--- src/rtl/hazard_pkg.sv ---
// hazard_pkg: shared encodings and helpers for the hazard unit and its mult/div sequencer
package hazard_pkg;
  localparam logic [1:0] FWD_RF = 2'd0;
  localparam logic [1:0] FWD_W  = 2'd1;
  localparam logic [1:0] FWD_M  = 2'd2;
  typedef enum logic [1:0] {MD_IDLE = 2'd0, MD_BUSY = 2'd1, MD_DONE = 2'd2} md_state_t;
  function automatic int clog2(input int v);
    int r = 0;
    while ((1 << r) < v) r++;
    return r;
  endfunction
endpackage

--- src/rtl/hazard_unit_md_seq.sv ---
// md_seq: mult/div latency sequencer; done is a one-cycle HI/LO write strobe
module md_seq
  import hazard_pkg::*;
#(
  parameter int MUL_LATENCY = 4,
  parameter int DIV_LATENCY = 32,
  parameter int CNT_WIDTH   = 6
) (
  input  logic      clk,
  input  logic      rst,
  input  logic      start,
  input  logic      is_div,
  output logic      busy,
  output logic      done,
  output md_state_t state
);
  logic [CNT_WIDTH-1:0] cnt;
  logic [CNT_WIDTH-1:0] load;
  assign load = is_div ? CNT_WIDTH'(DIV_LATENCY - 1) : CNT_WIDTH'(MUL_LATENCY - 1);
  // start is only honoured from IDLE or DONE; a start while BUSY is dropped
  always_ff @(posedge clk) begin
    if (rst) begin
      state <= MD_IDLE;
      cnt   <= '0;
      busy  <= 1'b0;
      done  <= 1'b0;
    end else if (state == MD_BUSY) begin
      if (cnt == '0) begin
        state <= MD_DONE;
        done  <= 1'b1;
      end else cnt <= cnt - 1'b1;
    end else if (start) begin
      state <= MD_BUSY;
      cnt   <= load;
      busy  <= 1'b1;
      done  <= 1'b0;
    end else begin
      state <= MD_IDLE;
      busy  <= 1'b0;
      done  <= 1'b0;
    end
  end
endmodule

--- src/rtl/hazard_unit_md.sv ---
// hazard_unit_md: forwarding, load-use/branch/JR/mult-div stalls for the 5-stage MIPS core
// Optional stall performance counters enabled by HAZARD_PERF_CNT_EN.
module hazard_unit_md
  import hazard_pkg::*;
#(
  parameter int RF_ADDR_WIDTH = 5,
  parameter int MUL_LATENCY   = 4,
  parameter int DIV_LATENCY   = 32,
  parameter int CNT_WIDTH     = 6,
  parameter int PERF_WIDTH    = 32
) (
  input  logic                     i_clk,
  input  logic                     i_rst,
  input  logic                     i_BranchD,
  input  logic                     i_JrD,
  input  logic                     i_JD,
  input  logic                     i_ALUSrcD,
  input  logic [RF_ADDR_WIDTH-1:0] i_RsD,
  input  logic [RF_ADDR_WIDTH-1:0] i_RtD,
  input  logic [RF_ADDR_WIDTH-1:0] i_RsE,
  input  logic [RF_ADDR_WIDTH-1:0] i_RtE,
  input  logic [RF_ADDR_WIDTH-1:0] i_WriteRegE,
  input  logic [RF_ADDR_WIDTH-1:0] i_WriteRegM,
  input  logic [RF_ADDR_WIDTH-1:0] i_WriteRegW,
  input  logic                     i_RegWriteE,
  input  logic                     i_RegWriteM,
  input  logic                     i_RegWriteW,
  input  logic                     i_MemtoRegE,
  input  logic                     i_MemtoRegM,
  input  logic                     i_MdOpD,
  input  logic                     i_HiLoReadD,
  input  logic                     i_MdStartE,
  input  logic                     i_MdIsDivE,
  output logic                     o_StallF,
  output logic                     o_StallD,
  output logic                     o_FlushE,
  output logic                     o_ForwardAD,
  output logic                     o_ForwardBD,
  output logic [1:0]               o_ForwardAE,
  output logic [1:0]               o_ForwardBE,
  output logic                     o_MdBusy,
  output logic                     o_MdDone
`ifdef HAZARD_PERF_CNT_EN
  ,
  output logic [PERF_WIDTH-1:0]    o_LwStallCnt,
  output logic [PERF_WIDTH-1:0]    o_BrStallCnt,
  output logic [PERF_WIDTH-1:0]    o_MdStallCnt
`endif
);
  md_state_t md_state;
  logic rs_nz, rt_nz, rs_e, rt_e, rs_m, rt_m;
  logic lwstall, branchstall, jrstall, mdstall, stall;
  md_seq #(
    .MUL_LATENCY(MUL_LATENCY),
    .DIV_LATENCY(DIV_LATENCY),
    .CNT_WIDTH  (CNT_WIDTH)
  ) u_md_seq (
    .clk   (i_clk),
    .rst   (i_rst),
    .start (i_MdStartE),
    .is_div(i_MdIsDivE),
    .busy  (o_MdBusy),
    .done  (o_MdDone),
    .state (md_state)
  );
  assign o_ForwardAE = (i_RsE != '0 && i_RegWriteM && i_RsE == i_WriteRegM) ? FWD_M :
                       (i_RsE != '0 && i_RegWriteW && i_RsE == i_WriteRegW) ? FWD_W : FWD_RF;
  assign o_ForwardBE = (i_RtE != '0 && i_RegWriteM && i_RtE == i_WriteRegM) ? FWD_M :
                       (i_RtE != '0 && i_RegWriteW && i_RtE == i_WriteRegW) ? FWD_W : FWD_RF;
  assign rs_nz = i_RsD != '0;
  assign rt_nz = i_RtD != '0;
  assign o_ForwardAD = i_RegWriteM && rs_nz && i_RsD == i_WriteRegM;
  assign o_ForwardBD = i_RegWriteM && rt_nz && i_RtD == i_WriteRegM;
  assign rs_e = rs_nz && i_RsD == i_WriteRegE;
  assign rt_e = rt_nz && i_RtD == i_WriteRegE;
  assign rs_m = rs_nz && i_RsD == i_WriteRegM;
  assign rt_m = rt_nz && i_RtD == i_WriteRegM;
  assign lwstall = i_MemtoRegE && !i_JD && ((rs_nz && i_RsD == i_RtE) ||
                   (rt_nz && i_RtD == i_RtE && !i_ALUSrcD && !i_JrD));
  assign branchstall = i_BranchD && ((i_RegWriteE && (rs_e || rt_e)) || (i_MemtoRegM && (rs_m || rt_m)));
  assign jrstall = i_JrD && ((i_RegWriteE && rs_e) || (i_MemtoRegM && rs_m));
  assign mdstall = (i_MdOpD || i_HiLoReadD) && (i_MdStartE || md_state != MD_IDLE);
  assign stall = lwstall || branchstall || jrstall || mdstall;
  assign o_StallF = stall;
  assign o_StallD = stall;
  assign o_FlushE = stall;
`ifdef HAZARD_PERF_CNT_EN
  always_ff @(posedge i_clk) begin
    if (i_rst) begin
      o_LwStallCnt <= '0;
      o_BrStallCnt <= '0;
      o_MdStallCnt <= '0;
    end else begin
      if (lwstall && !(&o_LwStallCnt)) o_LwStallCnt <= o_LwStallCnt + 1'b1;
      if ((branchstall || jrstall) && !(&o_BrStallCnt)) o_BrStallCnt <= o_BrStallCnt + 1'b1;
      if (mdstall && !(&o_MdStallCnt)) o_MdStallCnt <= o_MdStallCnt + 1'b1;
    end
  end
`endif
endmodule

--- config.mk ---
export PLATFORM = sky130hd
export DESIGN_NAME = hazard_unit_md
export DESIGN_NICKNAME = d
export VERILOG_FILES = /design/src/rtl/hazard_pkg.sv /design/src/rtl/hazard_unit_md_seq.sv /design/src/rtl/hazard_unit_md.sv
export SDC_FILE = /design/constraint.sdc
export NUM_CORES = 1
export LEC_CHECK = 0
export ABC_AREA = 1
export CAP_MARGIN = 10
export CORE_ASPECT_RATIO = 1.1
export CORE_MARGIN = 8
export CORE_UTILIZATION = 25
export DETAILED_ROUTE_END_ITERATION = 16
export GPL_ROUTABILITY_DRIVEN = 0
export MAX_ROUTING_LAYER = met4
export PLACE_DENSITY_LB_ADDON = 0.1
export SLEW_MARGIN = 20
export SYNTH_ARGS = -nofsm -noshare
export SYNTH_HDL_FRONTEND = slang
export SYNTH_HIERARCHICAL = 1
export SYNTH_SLANG_ARGS = --single-unit
--- constraint.sdc ---
create_clock -name i_clk -period 3.15 [get_ports i_clk]
set_clock_uncertainty 0.1 [all_clocks]
set_input_delay 0.63 -clock i_clk [delete_from_list [all_inputs] [get_ports i_clk]]
set_output_delay 0.63 -clock i_clk [all_outputs]
set_load 0.005 [all_outputs]
; Word level (Yosys, flattened, before mapping)
; Index checks and enable logic that the tools add are counted.
[word_totals]
reg_bits = 10
input_bits = 50
out_inout_bits = 11
[op_classes]
add_sub_neg = 1
n_eq_ne = 13
muxes = 12
bitwise = 1
n_reduce_logical = 51
[op_table]
columns = cell, n
row1 = equality test 5 bit, 10
row2 = logical AND 1 bit, 29
row3 = nonzero test 5 bit, 4
row4 = two-way mux 6 bit, 3
row5 = logical OR 1 bit, 10
row6 = two-way mux 2 bit, 4
row7 = zero test 6 bit, 1
row8 = subtractor 6 x 1 -> 6 bit (second input constant), 1
row9 = two-way mux 5 bit, 1
row10 = two-way mux 1 bit, 4
row11 = != test 2 bit (second input constant), 2
row12 = nonzero test 2 bit, 2
row13 = zero test 1 bit, 3
row14 = equality test 2 x 1 -> 1 bit (second input constant), 1
row15 = AND reduction 2 bit, 1
row16 = OR reduction 2 bit, 1
row17 = NOT 1 bit, 1

; Longest topological paths before layout
; Gate-level depths: netlist of run 1.
[logic_depth]
ltp_word = 9
ltp_mapped = 11
mapped_depth_nobuf = 10

; Modules after synthesis
; Netlist of run 1, hierarchy kept.
[modules_own_cells]
columns = module, instances, cells_per_inst, area_each_um2, seq_area_each_um2
row1 = hazard_unit_md, 1, 189, 919.6, 0.0
row2 = md_seq, 1, 76, 545.5, 200.2

; Worst setup path before layout of run 1
; No wires, ideal clock.
[synth_timing]
path_kind = in2out
start = input port i_RtD[1]
end = output port o_StallD
arrival_time_ns = 1.436
t_required_ns = 2.420
path_slack_ns = 0.984
path_stages = 9
cell_sequence = inv_1 > nand2_1 > nor2_1 > nor2_1 > nand2_1 > nand2_1 > a21oi_1 > nand3_2 > buf_4
[synth_between]
elab_chain_len = 9
[synth_lines]
columns = element, line
row1 = from (decl), hazard_unit_md.sv:19  ; input logic [RF_ADDR_WIDTH-1:0] i_RtD,
row2 = "equality test 5 bit, or another cell as far along", hazard_unit_md.sv:79  ; (rt_nz && i_RtD == i_RtE && !i_ALUSrcD && !i_JrD));
row3 = "logical AND 1 bit, on equally long branches", "hazard_unit_md.sv:79, hazard_unit_md.sv:75, hazard_unit_md.sv:77"
row4 = logical AND 1 bit or logical OR 1 bit (tied branches), "hazard_unit_md.sv:79, hazard_unit_md.sv:80"
row5 = "logical AND 1 bit, on equally long branches", "hazard_unit_md.sv:79, hazard_unit_md.sv:80"
row6 = "logical OR 1 bit, on equally long branches", "hazard_unit_md.sv:78, hazard_unit_md.sv:80"
row7 = "logical AND 1 bit, on equally long branches", "hazard_unit_md.sv:78, hazard_unit_md.sv:80"
row8 = logical OR 1 bit (*) (3 in series), hazard_unit_md.sv:83  ; assign stall = lwstall || branchstall || jrstall || mdstall;
row9 = to (decl), hazard_unit_md.sv:35  ; output logic o_StallD,
; Every way passes the cells marked *; elsewhere a longest branch is shown, timed or not.

; Worst setup path in the final report of run 1
[layout_timing]
start = input port i_WriteRegE[4]
end = output port o_StallF
[layout_between]
elab_chain_len = 9
[layout_lines]
columns = element, line
row1 = from (decl), hazard_unit_md.sv:22  ; input logic [RF_ADDR_WIDTH-1:0] i_WriteRegE,
row2 = "equality test 5 bit, on equally long branches", "hazard_unit_md.sv:74, hazard_unit_md.sv:75"
row3 = "logical AND 1 bit, on equally long branches", "hazard_unit_md.sv:74, hazard_unit_md.sv:75"
row4 = logical OR 1 bit, hazard_unit_md.sv:80  ; assign branchstall = i_BranchD && ((i_RegWriteE && (rs_e || rt_e)) || (i_MemtoRegM && (rs_m || rt_m)));
row5 = logical AND 1 bit, hazard_unit_md.sv:80
row6 = logical OR 1 bit, hazard_unit_md.sv:80
row7 = logical AND 1 bit, hazard_unit_md.sv:80
row8 = logical OR 1 bit, hazard_unit_md.sv:83
row9 = logical OR 1 bit (*) (2 in series), hazard_unit_md.sv:83
row10 = to (decl), hazard_unit_md.sv:34  ; output logic o_StallF,
; Marks and branches as above.

==> run_results.csv, run 1 <==
group,metric,value,unit
status,status,"finished clean",
cells_and_area,multiInputGateArea,1106,sq um
floorplan,die_h,96.29,um
cells_and_area,layout-drive-gt1-share,12.35,%
sta,worst_slew_pin_slew,277.5,ps
flow_run,maxCapViolCount,0,
clock_tree,cts_tree,"built",
pwr,p_int,380.9,uW
pwr,p_comb_share,52.8,%
routing,drc_errors,0,
floorplan,initial_core_util,25.56,%
critical_path,crit_required,2420,ps
yosys,ys_warn_count,6,
cells_and_area,nFillCells,671,
pwr,power.switching,230.0,uW
yosys,yosys.area_share.adder,1.708,%
cells_and_area,nNetsFinal,394,
critical_path,cp_top_family,"buffers and inverters",
yosys,seq_area_frac_synth,13.66,%
yosys,synth-seq-cells,10,
critical_path,cp_max_fo,3,
critical_path,cp_slowest_cell,"clkdlybuf4s50_1",
sta,setup_viol,0,
critical_path,cpPeakStageDelay,510,ps
global_routing,grt_pass1_wl,8342,um
yosys,synth_compound_area_share,8.625,%
critical_path,crit_path_frequent_cell,"nand2_1",
pwr,seq_power_share,25.3,%
placement,io_buffer_count,60,
critical_path,end_kind,"output port",
hold_path,hold_class,"register to register",
global_routing,antenna_found_initial,0,
sta,fin_setup_tns,0,ps
yosys,netlist_instances,265,
yosys,synth_top_family_by_area,"simple AND/OR/NAND/NOR gates",
critical_path,arrival,2250,ps
critical_path,cp-startpoint,"i_WriteRegE[4]",
floorplan,die_width,88.99,um
sta,rsz0062_at_grt,"no",
clock_tree,cts_root_buf,"clkbuf_8",
routing,dr_total_vias,1825,
routing,ant_nets,0,
global_routing,grt-ovfl-total,0,
critical_path,crit_type,"input port to output port",
routing,avgViaCountPerCell,4.376,
routing,wl_per_cell,12.43,um
yosys,syn-num-nets,317,
floorplan,dieArea,8569,sq um
sta,period_needed,2979,ps
cells_and_area,fin_area,2330,sq um
pwr,irDropWorstVdd,0.0002655,V
cells_and_area,area_growth,59.01,%
critical_path,start_kind,"input port",
hold_path,hold_path_startpoint,"u_md_seq/done$_SDFFE_PP0N_",
yosys,synthDistinctLibCells,31,
yosys,synth_xor_area_share,13.15,%
global_routing,first_global_vias,1875,
sta,max-slew-margin-rel,81.47,%
placement,post-place-cells,413,
sta,fin_ws,171.5,ps
clock_tree,cts.clk_slew.worst_paths,40,ps
global_routing,grt_max_degree,8,
sta,hold_viol_final,0,
placement,pre_cts_slack,-70.23,ps
routing,drt_pass1_iterations,4,
cells_and_area,antenna_cells,0,
critical_path,reg2reg_from,"u_md_seq/cnt[0]$_SDFFE_PP0P_",
sta,fmax,335.7,MHz
clock_tree,cts_hold_buf,0,
yosys,muxShareOfSynthArea,0,%
routing,drt_iter0_markers,45,
critical_path,cp_num_buf_inv,2,
placement,dpl.hpwl,4416,um
cells_and_area,final_cells,417,
clock_tree,clock_latency,240,ps
sta,finalCritPeriodShare,94.56,%
floorplan,core_area,5733,sq um
sta,maxSlewViolCount,0,
cells_and_area,seq_area,200.2,sq um
global_routing,track_usage,12.55,%
yosys,avgSynthCellArea,5.529,sq um
yosys,synth.cell_area,1465,sq um
pwr,p_leak,0.001200,uW
clock_tree,clock-sinks,10,
clock_tree,clockBufferDepth,2,
pwr,pwr_density_cell,262.2,nW/um^2
clock_tree,h-tree-depth,1,
critical_path,worstPathCellList,"clkdlybuf4s50_1, xnor2_1, nand3_1, nor2_1, nand2_1, nand2_1, nand2_1, nand3_2, clkdlybuf4s50_1",
routing,routed_wl,5182,um
floorplan,ios,61,
placement,dpl_cell_area,2245,sq um
pwr,total_power,610.9,uW
yosys,synth-simple-area-share,50.73,%
pwr,clock_power_share,21.8,%
floorplan,rows,29,
clock_tree,cts_buffers,3,
pwr,p_sw_share,37.65,%
==> power by group through the flow <==
stage	registers (uW)	clock network, uW	logic [uW]
2_1_floorplan	155	0	181
3_3_place_gp	157	0	327
3_5_place_dp	157	0	325
4_1_cts	154	138	325
5_1_grt	157	143	361
6_report	155	133	323
==> cell usage in the layout, fill, tap and decap left out, types with 10 or more instances in the layout <==
master            n
inv_1            33
buf_4            14
xnor2_1          12
nor2_1           41
dlymetal6s2s_1   12
dfxtp_1          10
clkdlybuf4s50_1  38
dlygate4sd2_1    10
nand3_1          16
nand2_1          81
xor2_1           10
==> layout make-up <==
class	count	area share (%)
Multi-Input combinational cell	211	47.48
Timing Repair Buffer	74	31.04
Sequential cell	10	8.593
Tap cell	77	4.135
Inverter	42	6.982
Clock buffer	3	1.772
==> stage by stage <==
| step | util, % | hold WS [ps] |
|---|---|---|
| after floorplan | - | 343.6 |
| after global placement | 39.15 | 342.6 |
| after detailed placement | 39.15 | 344.9 |
| after CTS | 39.87 | 351.8 |
| after global routing | 40.64 | 383.3 |
| final | 40.64 | 345.7 |
==> worst register-to-register path: stages, from the launching register on <==
cell	delay (ps)
dfxtp_1	300
inv_1	110
ha_1	260
nand3_4	110
nand2_4	90
nand2_4	100
clkinv_4	60
nor2_1	110
nor2_1	50
==> worst paths after layout <==
kind | endpoint | slack, ps | cells past startpoint
worst max-delay path | o_StallF | 170 | 9
worst min-delay path | u_md_seq/done$_SDFFE_PP0N_ | 350 | 2
worst min register to register | u_md_seq/done$_SDFFE_PP0N_ | 350 | 2
worst max register to register | u_md_seq/cnt[4]$_SDFFE_PP0P_ | 1760 | 8
==> synth_stat cells <==
| master | number | area, sq um |
|---|---|---|
| o21ai_1 | 1 | 5.000 |
| or2_2 | 2 | 12.51 |
| o21ai_0 | 8 | 40.04 |
| buf_4 | 2 | 15.01 |
| nor2_1 | 42 | 157.7 |
| nand3b_1 | 1 | 7.510 |
| a211oi_1 | 1 | 7.510 |
| nand3_4 | 1 | 17.52 |
| inv_2 | 5 | 18.77 |
| a21oi_1 | 7 | 35.03 |
| nand2_1 | 81 | 304.0 |
| a221oi_1 | 1 | 8.760 |
| ha_1 | 2 | 25.02 |
| o2111ai_1 | 1 | 8.760 |
| clkinv_4 | 1 | 8.760 |
| or2_1 | 1 | 6.260 |
| o211ai_1 | 1 | 7.510 |
| inv_1 | 36 | 135.1 |
| nor3_2 | 3 | 30.03 |
| nand2_4 | 2 | 22.52 |
| o22ai_1 | 1 | 6.260 |
| nor2_4 | 2 | 22.52 |
| nand4_1 | 3 | 18.77 |
| xor2_1 | 10 | 87.58 |
| dfxtp_1 | 10 | 200.2 |
| nor3_1 | 7 | 35.03 |
| o21bai_1 | 1 | 7.510 |
| nand3_1 | 16 | 80.08 |
| xnor2_1 | 12 | 105.1 |
| nand3_2 | 1 | 10.01 |
| nor2_2 | 3 | 18.77 |
==> cell families (layout without fill, tap and decap cells) <==
| logic type | after synthesis | after routing |
|---|---|---|
| xor+xnor | 22 | 22 |
| simple gates | 165 | 165 |
| buf+inv | 44 | 119 |
| flops | 10 | 10 |
| compound gates | 22 | 22 |
| fa+ha+maj | 2 | 2 |
==> timing repair <==
| item | in CTS | in global routing |
|---|---|---|
| setup endpoints to repair | 4 | 7 |
| gates resized for setup | 12 | 17 |
| gates cloned | 0 | 0 |
| buffers inserted | 1 | 0 |
| pin swaps | 2 | 4 |
==> flip-flops by register name, indices dropped and copies added, names as in the netlist <==
signal,flops
u_md_seq/state,2
u_md_seq/busy,1
u_md_seq/cnt,6
u_md_seq/done,1
==> metal layers <==
| metal | track usage, % | part of all wire, % | up-vias |
|---|---|---|---|
| li1 | - | - | 975 |
| met1 | 13.32 | 41 | 806 |
| met2 | 23.69 | 52 | 42 |
| met3 | 2.477 | 5.8 | 2 |
| met4 | 1.803 | 0.44 | 0 |
| met5 | - | 0 | - |
No activity file was read; power rests on OpenSTA's default activity.
==> run 2: changes to the inputs <==
Settings changed: ABC_AREA 1 to unset, CTS_BUF_LIST set to sky130_fd_sc_hd__clkbuf_8.
==> run 2 against run 1 <==
Against the previous run: hold slack better by 12 ps; sequential share of layout area up 0.70 points; critical path depth down 3; highest routed layer unchanged; power down 1.2%; largest cell class unchanged; synthesized area down 13%; sequential power about the same; global-route usage down 0.76 points; design area down 7.6%; sequential cell count unchanged; combinational power down 10%; critical endpoint is now o_ForwardBD; maximum frequency down 2.7%; clock power up 21%; largest power group unchanged.
==> run_results.csv, run 2 <==
group,metric,value,unit
sta,fmax,326.7,MHz
yosys,seq_area_frac_synth,15.72,%
global_routing,grt_pass1_wl,7293,um
cells_and_area,top_regs,"u_md_seq/cnt (6), u_md_seq/state (2)",
clock_tree,clock_latency,230,ps
critical_path,crit_path_frequent_cell,"clkdlybuf4s50_1",
sta,finalCritPeriodShare,97.18,%
clock_tree,cts_tree,"built",
yosys,synthTopCellsByCount,"xnor2_1 (36), xor2_1 (14), nand2_1 (13)",
critical_path,cpPeakStageDelay,540,ps
critical_path,arrival,2330,ps
yosys,synth_async_sr_flop_share,0,%
floorplan,core_area,4966,sq um
global_routing,grt_use_met1,13.47,%
floorplan,ios,61,
clock_tree,cts_buffers,3,
sta,rsz0062_at_grt,"no",
critical_path,cp_slowest_cell,"clkdlybuf4s50_1",
cells_and_area,largest_register_ffs,6,
yosys,synth.cell_area,1274,sq um
yosys,ys_warn_count,6,
pwr,pwr_density_cell,280.3,nW/um^2
yosys,netlist_instances,162,
global_routing,grt-ovfl-total,0,
clock_tree,clockBufferDepth,2,
cells_and_area,layout_commonest_cell,"clkdlybuf4s50_1",
hold_path,hold_class,"register to register",
critical_path,end_kind,"output port",
routing,avgViaCountPerCell,4.689,
yosys,avgSynthCellArea,7.862,sq um
clock_tree,clock-sinks,10,
cells_and_area,nNetsFinal,296,
critical_path,cp_max_fo,3,
flow_run,maxCapViolCount,0,
cells_and_area,final_cells,302,
sta,max-slew-margin-rel,75.26,%
routing,wl_per_cell,14.52,um
routing,ant_nets,0,
routing,dr_total_vias,1416,
clock_tree,cts_root_buf,"clkbuf_8",
global_routing,grtUsageMet2,20.70,%
yosys,synth_top_area_share,24.75,%
routing,drc_errors,0,
floorplan,rows,27,
sta,setup_viol,0,
placement,pre_cts_slack,-190.2,ps
global_routing,first_global_vias,1561,
global_routing,busiest_layer,"met2",
sta,period_needed,3061,ps
sta,hold_viol_final,0,
floorplan,die_h,90.86,um
yosys,syn-num-nets,214,
yosys,synth-seq-cells,10,
global_routing,grt_util_met3,1.173,%
floorplan,initial_core_util,25.65,%
floorplan,die_width,84.06,um
routing,routed_wl,4384,um
cells_and_area,area_growth,69.06,%
yosys,synth_edf_count,0,
critical_path,crit_type,"input port to output port",
cells_and_area,fin_util,43.36,%
cells_and_area,layout-drive-gt1-share,18.11,%
yosys,synthDistinctLibCells,38,
routing,drt_pass1_iterations,4,
global_routing,track_usage,11.80,%
yosys,synth_top_area_cell,"xnor2_1",
status,status,"finished clean",
placement,io_buffer_count,60,
yosys,ys_top_cells_by_area,"xnor2_1 (25%), dfxtp_1 (16%), xor2_1 (9.6%), buf_6 (4.4%), nand4_1 (4.4%)",
sta,whs,357.6,ps
sta,maxSlewViolCount,0,
sta,fin_ws,88.69,ps
yosys,synth_top_flop_cell,"dfxtp_1",
cells_and_area,nFillCells,522,
pwr,p_leak,0.0008673,uW
placement,post-place-cells,295,
clock_tree,h-tree-depth,1,
yosys,synth.most_common_cell,"xnor2_1",
critical_path,worstPathCellList,"clkdlybuf4s50_1, xnor2_1, nand3_1, buf_4, nor3_1, clkdlybuf4s50_1",
pwr,irDropWorstVdd,0.0001360,V
cells_and_area,regMostFlops,"u_md_seq/cnt",
global_routing,grt_max_degree,12,
cells_and_area,final_cell_mix,"clkdlybuf4s50_1 (39), xnor2_1 (36), buf_4 (27), xor2_1 (14)",
critical_path,crit_required,2420,ps
placement,dpl.hpwl,3875,um
routing,drt_iter0_markers,31,
pwr,total_power,603.7,uW
floorplan,dieArea,7637,sq um
global_routing,antenna_found_initial,1,
clock_tree,cts.clk_slew.worst_paths,50,ps
sta,worst_slew_pin_slew,369.9,ps
critical_path,start_kind,"input port",
## run 2: changes by cell type after synthesis, sizes merged, moves of 6 or more
| cell | before | now |
|---|---|---|
| buf | 2 | 8 |
| inv | 41 | 3 |
| nand2 | 83 | 13 |
| nand3 | 18 | 8 |
| nand4 | 3 | 9 |
| nor2 | 47 | 10 |
| nor4 | 0 | 7 |
| o21ai | 9 | 2 |
| xnor2 | 12 | 36 |
## run 2: critical path, delay by kind of cell
kind	cells	cell delay, ps
xor+xnor	1	130
buf+inv	3	1240
simple gates	2	340
## run 2: final timing paths
check,startpoint,cells after the start,to,slack [ps]
max,i_WriteRegM[3],6,o_ForwardBD,90
min,u_md_seq/busy$_SDFFE_PP0N_,2,u_md_seq/busy$_SDFFE_PP0N_,360
max reg2reg,u_md_seq/cnt[0]$_SDFFE_PP0P_,6,u_md_seq/cnt[1]$_SDFFE_PP0P_,1450
min reg2reg,u_md_seq/busy$_SDFFE_PP0N_,2,u_md_seq/busy$_SDFFE_PP0N_,360
## run 2: final cells by class
| cell class | count | area (sq um) | share of cell area [%] |
|---|---|---|---|
| clock buffers | 4 | 55.05 | 2.557 |
| well taps | 58 | 72.57 | 3.370 |
| inverters | 3 | 11.26 | 0.5230 |
| repair buffers | 88 | 815.8 | 37.88 |
| diodes | 1 | 2.502 | 0.1162 |
| multi-input cells | 138 | 996.0 | 46.25 |
| flip-flops and latches | 10 | 200.2 | 9.297 |
## run 2: metal layers
layer / vias to the layer above / wire [um]
li1: 727 / -
met4: 0 / 65
met1: 639 / 1950
met3: 6 / 126
met5: - / 0
met2: 44 / 2242
## run 2: through the flow
stage / area [sq um] / setup TNS (ps)
2_1_floorplan: 1274 / 0
4_1_cts: 2118 / 0
6_report: 2153 / 0
5_1_grt: 2153 / 0
3_5_place_dp: 2054 / -965.2
3_3_place_gp: 2054 / -1098
## run 2: logic make-up after synthesis
logic type / synth area share, %
compound gates: 11.49
xor+xnor: 34.38
fa+ha+maj: 1.964
buf+inv: 7.759
flops: 15.72
simple gates: 28.68
## run 2: what timing repair did
action	CTS	global route
setup endpoints to repair	9	8
hold buffers	0	0
cloned	0	0
resized for setup	17	10
pin swaps	3	8
setup buffers	1	1
## run 2: power by group
group | switching (uW) | internal, uW | leakage [uW]
clock network | 51.0 | 110 | 0.0000288
logic | 130 | 160 | 0.000756
registers | 12.5 | 140 | 0.0000825
==> run 3: changes to the inputs <==
Settings changed: CORE_ASPECT_RATIO 1.1 to unset, CTS_CLUSTER_DIAMETER set to 200.
==> run 3 against run 2 <==
Against the previous run: power is 0.72% higher; utilization is 0.17 points higher; highest routed layer unchanged; first-iteration DRC count decreased by 32%; cell count up 3.6%; clock power about the same; wire length is 2.8% higher; combinational power about the same; register-to-register slack is essentially flat; sequential share of layout area down 0.12 points; critical endpoint is now o_ForwardBE[1]; maximum frequency down 1.1%.
==> run_results.csv, run 3 (synthesis results as in run 2) <==
group,metric,value,unit
sta,hold_viol_final,0,
cells_and_area,regMostFlops,"u_md_seq/cnt",
routing,ant_nets,0,
cells_and_area,layout-drive-gt1-share,19.75,%
clock_tree,h-tree-depth,1,
status,status,"finished clean",
cells_and_area,antenna_cells,0,
cells_and_area,area_growth,71.22,%
sta,period_needed,3096,ps
floorplan,die_h,87.38,um
critical_path,arrival,2370,ps
flow_run,maxCapViolCount,0,
routing,drt_iter0_markers,21,
clock_tree,cts_hold_buf,0,
clock_tree,cts_tree,"built",
pwr,pwr_density_cell,278.8,nW/um^2
critical_path,crit_required,2420,ps
global_routing,antenna_found_initial,0,
placement,io_buffer_count,60,
pwr,p_leak,0.0008632,uW
cells_and_area,fin_util,43.53,%
floorplan,dieArea,7635,sq um
cells_and_area,layout_commonest_cell,"clkdlybuf4s50_1",
placement,post-place-cells,308,
floorplan,core_area,5010,sq um
global_routing,first_global_vias,1701,
sta,rsz0062_at_grt,"no",
clock_tree,cts_buffers,3,
clock_tree,cts.clk_slew.worst_paths,50,ps
pwr,p_int,409.2,uW
pwr,irDropWorstVdd,0.0001241,V
pwr,power.switching,198.9,uW
global_routing,track_usage,12.77,%
global_routing,grt_max_degree,12,
global_routing,grt-ovfl-total,0,
cells_and_area,final_cell_mix,"clkdlybuf4s50_1 (41), xnor2_1 (35), buf_4 (26), xor2_1 (14), nand2_1 (13)",
sta,fmax,323.0,MHz
cells_and_area,largest_register_ffs,6,
placement,dpl.hpwl,3988,um
clock_tree,clock-sinks,10,
critical_path,start_kind,"input port",
routing,dr_total_vias,1455,
clock_tree,clockBufferDepth,2,
clock_tree,clock_latency,240,ps
floorplan,die_width,87.38,um
routing,avgViaCountPerCell,4.649,
clock_tree,cts_root_buf,"clkbuf_8",
cells_and_area,final_cells,313,
critical_path,end_kind,"output port",
cells_and_area,top_regs,"u_md_seq/cnt (6), u_md_seq/state (2)",
sta,setup_viol,0,
pwr,p_comb_share,48.2,%
critical_path,crit_type,"input port to output port",
cells_and_area,nNetsFinal,296,
routing,wl_per_cell,14.40,um
sta,max-slew-margin-rel,72.04,%
floorplan,initial_core_util,25.42,%
pwr,clock_power_share,26.5,%
routing,drt_pass1_iterations,4,
hold_path,hold_class,"register to register",
pwr,p_sw_share,32.70,%
floorplan,rows,26,
routing,routed_wl,4508,um
sta,finalCritPeriodShare,98.29,%
floorplan,ios,61,
global_routing,grt_pass1_wl,7534,um
sta,worst_slew_pin_slew,418.1,ps
pwr,seq_power_share,25.2,%
sta,maxSlewViolCount,0,
critical_path,cp_max_fo,2,
routing,drc_errors,0,
-- run 3: final cells by class --
cell class | count | area [sq um]
fillers | 554 | 2829
clock buffers | 4 | 55.05
flip-flops and latches | 10 | 200.2
multi-input cells | 138 | 1021
well taps | 70 | 87.58
inverters | 3 | 11.26
repair buffers | 88 | 805.8
-- run 3: routing by layer --
layer	up-vias	GRT usage, %	part of all wire (%)
met4	0	4.531	1.8
li1	731	-	-
met1	674	13.99	44
met5	-	-	0
met2	41	22.66	51
met3	9	2.075	3.7
-- run 3: stage by stage --
| stage | hold slack (ps) | TNS, ps | setup slack [ps] | area [sq um] | total power, uW |
|---|---|---|---|---|---|
| 2_1_floorplan | 352.7 | 0 | 701.6 | 1274 | 308.2 |
| 3_3_place_gp | 347.6 | -974.1 | -165.3 | 2077 | 445.8 |
| 3_5_place_dp | 347.8 | -1090 | -246.9 | 2077 | 450.9 |
| 4_1_cts | 354.8 | 0 | 16.33 | 2156 | 613.0 |
| 5_1_grt | 397.8 | 0 | 6.414 | 2181 | 651.7 |
| 6_report | 352.5 | 0 | 53.95 | 2181 | 608.0 |
-- run 3: what timing repair did --
item,4_1_cts,5_1_grt
hold endpoints to repair,0,0
setup endpoints to repair,9,5
resized for setup,20,13
buffers inserted,1,0
pin swaps,2,6
-- run 3: critical path, cell delays in order --
cell and delay (ps):
clkdlybuf4s50_1 420, or4_4 550, nor2_4 130, nor4_4 70, buf_4 130, clkdlybuf4s50_1 430
-- run 3: worst paths after layout --
check,startpoint,to,slack [ps],cells after the start
worst max-delay path,i_RtE[1],o_ForwardBE[1],50,6
worst min-delay path,u_md_seq/busy$_SDFFE_PP0N_,u_md_seq/busy$_SDFFE_PP0N_,350,2
worst min register to register,u_md_seq/busy$_SDFFE_PP0N_,u_md_seq/busy$_SDFFE_PP0N_,350,2
worst max register to register,u_md_seq/cnt[0]$_SDFFE_PP0P_,u_md_seq/cnt[1]$_SDFFE_PP0P_,1440,6
-- run 3: power by group through the flow --
stage          Combinational, uW  Sequential (uW)  Clock, uW
2_1_floorplan                155              153          0
3_3_place_gp                 291              155          0
3_5_place_dp                 295              156          0
4_1_cts                      294              153        166
5_1_grt                      323              156        173
6_report                     293              153        161
